===== src/rtl/rr_arbiter_8_if.sv =====
// Request/grant bundle between eight requesters and the round-robin arbiter.
// The master side drives req/done; the slave (arbiter) side drives gnt, gnt_valid and timeout.
interface rr_arbiter_8_if;
  logic [7:0] req;
  logic       done;
  logic [7:0] gnt;
  logic       gnt_valid;
  logic       timeout;

  modport master (
    output req,
    output done,
    input  gnt,
    input  gnt_valid,
    input  timeout
  );

  modport slave (
    input  req,
    input  done,
    output gnt,
    output gnt_valid,
    output timeout
  );
endinterface


===== src/rtl/rr_arbiter_8.sv =====
// 8-way round-robin arbiter with a registered one-hot grant and an optional hold timeout.
// Latency: 1 cycle from req in IDLE to gnt. Backpressure: the owner holds gnt until done, req drop or timeout.
module rr_arbiter_8 #(
  parameter int unsigned MAX_HOLD = 16,
  parameter int unsigned CNT_W    = 8
) (
  input  logic         clk,
  input  logic         rst_n,
  rr_arbiter_8_if.slave bus
);

  typedef enum logic [0:0] {
    IDLE  = 1'b0,
    GRANT = 1'b1
  } state_t;

  localparam logic [CNT_W-1:0] HOLD_LIM = CNT_W'(MAX_HOLD);

  state_t           state_q, state_n;
  logic [7:0]       gnt_q, gnt_n;
  logic [2:0]       ptr_q, ptr_n;
  logic [CNT_W-1:0] cnt_q, cnt_n;
  logic             tout_q, tout_n;

  logic             found;
  logic [2:0]       sel;
  logic             owner_req;
  logic             hold_exp;

  always_ff @(posedge clk or negedge rst_n) begin
    if (!rst_n) begin
      state_q <= IDLE;
      gnt_q   <= '0;
      ptr_q   <= '0;
      cnt_q   <= '0;
      tout_q  <= 1'b0;
    end else begin
      state_q <= state_n;
      gnt_q   <= gnt_n;
      ptr_q   <= ptr_n;
      cnt_q   <= cnt_n;
      tout_q  <= tout_n;
    end
  end

  // Search order starts at ptr and wraps modulo 8.
  always_comb begin
    found = 1'b0;
    sel   = '0;
    for (int k = 0; k < 8; k++) begin
      if (!found && bus.req[ptr_q + 3'(k)]) begin
        found = 1'b1;
        sel   = ptr_q + 3'(k);
      end
    end
  end

  assign owner_req = |(bus.req & gnt_q);
  assign hold_exp  = (MAX_HOLD != 0) && (cnt_q == HOLD_LIM);

  always_comb begin
    state_n = state_q;
    gnt_n   = gnt_q;
    ptr_n   = ptr_q;
    cnt_n   = cnt_q;
    tout_n  = 1'b0;
    case (state_q)
      IDLE: begin
        gnt_n = '0;
        if (found) begin
          gnt_n   = 8'b1 << sel;
          ptr_n   = sel + 3'd1;
          cnt_n   = CNT_W'(1);
          state_n = GRANT;
        end
      end
      GRANT: begin
        // Every release passes through IDLE, which enforces the one-cycle gap.
        if (bus.done || !owner_req || hold_exp) begin
          gnt_n   = '0;
          state_n = IDLE;
          tout_n  = hold_exp && !bus.done && owner_req;
        end else if (cnt_q != '1) begin
          cnt_n = cnt_q + CNT_W'(1);
        end
      end
      default: begin
        gnt_n   = '0;
        state_n = IDLE;
      end
    endcase
  end

  assign bus.gnt       = gnt_q;
  assign bus.gnt_valid = |gnt_q;
  assign bus.timeout   = tout_q;

endmodule


===== src/flat_wrapper.sv =====
// flat-port wrapper written by rule: the top's interface ports become plain ports
module rr_arbiter_8_flat 
#(
  parameter int unsigned MAX_HOLD = 16,
  parameter int unsigned CNT_W    = 8
)
  (clk, rst_n, bus_req, bus_done, bus_gnt, bus_gnt_valid, bus_timeout);
  rr_arbiter_8_if bus_i ();
  input  logic clk;
  input  logic rst_n;
  input wire logic [$bits(bus_i.req)-1:0] bus_req;
  input wire logic [$bits(bus_i.done)-1:0] bus_done;
  output wire logic [$bits(bus_i.gnt)-1:0] bus_gnt;
  output wire logic [$bits(bus_i.gnt_valid)-1:0] bus_gnt_valid;
  output wire logic [$bits(bus_i.timeout)-1:0] bus_timeout;
  assign bus_i.req = bus_req;
  assign bus_i.done = bus_done;
  assign bus_gnt = bus_i.gnt;
  assign bus_gnt_valid = bus_i.gnt_valid;
  assign bus_timeout = bus_i.timeout;
  rr_arbiter_8 #(.MAX_HOLD(MAX_HOLD), .CNT_W(CNT_W)) u_core (.clk(clk), .rst_n(rst_n), .bus(bus_i));
endmodule

===== config.mk =====
export PLATFORM = sky130hd
export DESIGN_NAME = rr_arbiter_8_flat
export DESIGN_NICKNAME = d
export VERILOG_FILES = /design/src/rtl/rr_arbiter_8_if.sv /design/src/rtl/rr_arbiter_8.sv /design/src/flat_wrapper.sv
export SDC_FILE = /design/constraint.sdc
export NUM_CORES = 1
export LEC_CHECK = 0
export BUFFER_PORTS_ARGS = -buffer_cell sky130_fd_sc_hd__buf_2
export CELL_PAD_IN_SITES_DETAIL_PLACEMENT = 0
export CELL_PAD_IN_SITES_GLOBAL_PLACEMENT = 1
export CORE_MARGIN = 2
export CORE_UTILIZATION = 46
export DETAILED_ROUTE_END_ITERATION = 7
export PLACE_DENSITY = 0.86
export SLEW_MARGIN = 10
export SYNTH_ARGS = -nofsm -noshare
export SYNTH_HDL_FRONTEND = slang
export SYNTH_SLANG_ARGS = --single-unit
export TNS_END_PERCENT = 5

===== constraint.sdc =====
create_clock -name clk -period 5 [get_ports clk]
set_clock_uncertainty 0.15 [all_clocks]
set_input_delay 0 -clock clk [delete_from_list [all_inputs] [get_ports clk]]
set_output_delay 0 -clock clk [all_outputs]
set_load 0.05 [all_outputs]

==> impl_metrics.ini <==
[setup_path]
crit_top_cell = ha_1
worstPathMaxFanout = 12
worstPathArrival_ps = 4180
endpoint_kind = flip-flop
rrSetupSlack_ps = 810
cp_slowest_stage_delay_ps = 610
crit_chain = inv_1 > ha_1 > mux4_2 > nand2b_1 > nand2_1 > or2_2 > nor3_1 > nor3_1 > a21oi_1 > ha_1 > ha_1 > mux2_1
reg2reg_depth = 12
worstReg2RegStart = u_core.ptr_q[1]$_DFFE_PN0P_
critPathKind = flip-flop to flip-flop
crit_required_ps = 4990
worstSetupStartpointType = flip-flop
reg2reg_to = u_core.ptr_q[2]$_DFFE_PN0P_
cp_slowest_cell = ha_1

[placement]
port_buffers = 20
dp_hpwl_mm = 3.585
gp_routability_congestion = 0.8542

[clock_network]
worstSkewPairLatency_ps = 260
clkTransAtPathRegs_ps = 80
cts_tree = done
htree_levels = 1
cts_root_buffer = clkbuf_8
post_cts_buffers = 0
cts_made_buffers = 3
cts.sinks = 21
clockBufferDepth = 2
ctsResizeCount = 0
hold_buffers = 2

[power]
p_int_w = 0.0008414
seqPwrFrac_pct = 17.3
p_comb_share_pct = 76.4
p_per_area_nw_per_um2 = 778.7
irDropWorstVdd_mv = 0.5087
power_w = 0.001751
clockPowerShare_pct = 6.3
p_leak_nw = 0.9438
power_switching_w = 0.0009095
sw_frac_of_total_pct = 51.95

[logic_synthesis]
yosys-top-cells-count = 25 x nand2_1, 21 x dfrtp_1, 14 x a21oi_1, 14 x mux4_2
synth_top_area_cell = dfrtp_1
yosys_warnings = 0
synth_edf_count = 0
ys_types = 52
netlist_area_sq_um = 2082
ys_seq_area_share_pct = 25.24
dominantRegCellSynth = dfrtp_1
ys_async_sr_fraction_pct = 100.0
synth_nets = 232
ys_seq_elements = 21
synth_top_area_share_pct = 25.24
synth.avg_cell_area_sq_um = 9.821
netlist_top_cells_area = dfrtp_1 25%, mux4_2 15%, ha_1 5.4%, nand2_1 4.5%, mux2i_1 4.3%
netlist_instances = 212
yosysMostFrequentCell = nand2_1

[detailed_routing]
vias = 1778
vias_per_cell = 6.350
drc = 0
drtIter0Drc = 178
dr.pass1.iters = 4
post_drt_wl_per_cell_microns = 17.22
drt-total-wl_mm = 4.821
ant_nets = 0

[finish]
layout.nets = 249
nFillCells = 386
final_core_util_pct = 51.64
final_layout_size_suffix_gt1_share_pct = 23.68
n_antenna_cell = 0
regArea_sq_um = 525.5
multi_input_area_sq_um = 1455
area_delta_synth_final_pct = 7.993

[sta]
finalSetupTns_ps = 0
rsz0062_at_grt = no
maxSlewHeadroom_pct = 42.60
max_freq_ghz = 0.2389
hold_viol = 0
finalCriticalPeriod_ps = 4185
finalCritPeriodShare_pct = 83.71
max_slew.worst_pin.slew_ps = 861.0
finalSetupViolCount = 0
drv_slew = 0

[floorplanning]
initial_core_util_pct = 47.82
dieArea_sq_um = 5080
core_area_sq_um = 4354
die_x_microns = 71.28
die_h_microns = 71.28
ios = 21
rows = 24

[grt]
grt_max_degree = 22
grt_first_pass_wirelength_mm = 8.245
antenna_found_initial = 0
grt_use_total_pct = 20.07
overflow = 0
grt_pass1_vias = 1672

[status]
status = completed

[run]
cap_viol_max_count = 0

[min_path]
hp-class = primary input to async pin
-- state kept, by name (all words and copies together) (netlist names) --
signal / cells
u_core.bus.gnt: 8
u_core.state_q: 1
u_core.bus.timeout: 1
u_core.cnt_q: 8
u_core.ptr_q: 3
-- placed cells by master, fill, tap and decap left out, types with 2 or more instances in the layout --
| master | netlist | final |
|---|---|---|
| or2_2 | 2 | 2 |
| nor3_1 | 5 | 5 |
| buf_4 | 0 | 2 |
| nor2b_1 | 2 | 2 |
| inv_1 | 6 | 6 |
| clkbuf_8 | 0 | 3 |
| mux2_2 | 5 | 5 |
| a21o_1 | 2 | 2 |
| nand3_1 | 4 | 4 |
| a22o_1 | 2 | 2 |
| dlygate4sd3_1 | 0 | 2 |
| a22oi_1 | 5 | 5 |
| mux2i_1 | 9 | 9 |
| and4_1 | 2 | 2 |
| nor2_1 | 9 | 9 |
| dfrtp_1 | 21 | 21 |
| a21oi_2 | 2 | 2 |
| nor4_1 | 3 | 3 |
| a21oi_1 | 14 | 14 |
| nand4_1 | 5 | 5 |
| nand2_1 | 25 | 25 |
| ha_1 | 9 | 9 |
| xnor2_1 | 6 | 6 |
| o211ai_1 | 4 | 4 |
| nand2b_1 | 5 | 5 |
| buf_2 | 3 | 20 |
| a32o_1 | 8 | 8 |
| xor2_1 | 2 | 2 |
| o21ai_0 | 7 | 7 |
| mux4_2 | 14 | 14 |
-- kinds of logic (layout without fill, tap and decap cells) --
family | after synthesis | after routing | share of synthesized area [%]
simple gates | 71 | 71 | 18.21
compound gates | 54 | 54 | 18.45
xor+xnor | 8 | 8 | 3.366
fa+ha+maj | 9 | 9 | 5.409
mux | 31 | 31 | 24.46
buf+inv | 18 | 34 | 4.867
flops | 21 | 21 | 25.24
-- worst max-delay path by stage --
| stage | start | endpoint | cells past startpoint |
|---|---|---|---|
| CTS | u_core.ptr_q[1]$_DFFE_PN0P_ | u_core.ptr_q[2]$_DFFE_PN0P_ | 12 |
| detailed placement | u_core.ptr_q[1]$_DFFE_PN0P_ | u_core.ptr_q[2]$_DFFE_PN0P_ | 12 |
| floorplan | u_core.ptr_q[0]$_DFFE_PN0P_ | u_core.ptr_q[2]$_DFFE_PN0P_ | 16 |
| global route | u_core.ptr_q[1]$_DFFE_PN0P_ | u_core.ptr_q[2]$_DFFE_PN0P_ | 12 |
| finish | u_core.ptr_q[1]$_DFFE_PN0P_ | u_core.ptr_q[2]$_DFFE_PN0P_ | 12 |
| global placement | u_core.ptr_q[1]$_DFFE_PN0P_ | u_core.ptr_q[2]$_DFFE_PN0P_ | 12 |
-- worst max-delay path, delay by kind of cell (launching register included) --
| kind | cells | cell delay (ps) |
|---|---|---|
| compound gates | 1 | 180 |
| mux | 2 | 890 |
| buf+inv | 1 | 310 |
| simple gates | 5 | 890 |
| flops | 1 | 590 |
| fa+ha+maj | 3 | 1050 |
-- per-layer routing --
metal	global-route usage [%]	part of all wire (%)
met1	30.35	46
met4	5.451	1.5
met5	0	0
met2	31.38	48
met3	1.406	4.7
-- through the flow --
step	worst slack [ps]	std cells	cell area (sq um)	hold WS, ps
after floorplan	1129	212	2082	-445.6
after global placement	915.4	274	2183	-167.9
after detailed placement	835.0	274	2183	-160.0
after CTS	823.6	280	2248	101.1
after global routing	496.2	280	2248	152.2
final	814.6	280	2248	76.39
-- cell type report --
| type | count | area share [%] |
|---|---|---|
| multi-input cells | 173 | 64.72 |
| flip-flops and latches | 21 | 23.37 |
| repair buffers | 24 | 6.010 |
| well taps | 52 | 2.894 |
| clock buffers | 4 | 2.003 |
| inverters | 6 | 1.002 |
-- power by group through the flow --
stage / registers, W / logic [W] / clock network [W]
final: 0.000303 / 0.00134 / 0.000111
after floorplan: 0.000295 / 0.00109 / 0
after global placement: 0.000303 / 0.00133 / 0
after detailed placement: 0.000303 / 0.00133 / 0
after global routing: 0.000311 / 0.00148 / 0.000119
after CTS: 0.000300 / 0.00134 / 0.000114
(Power assumes the default switching activity.)
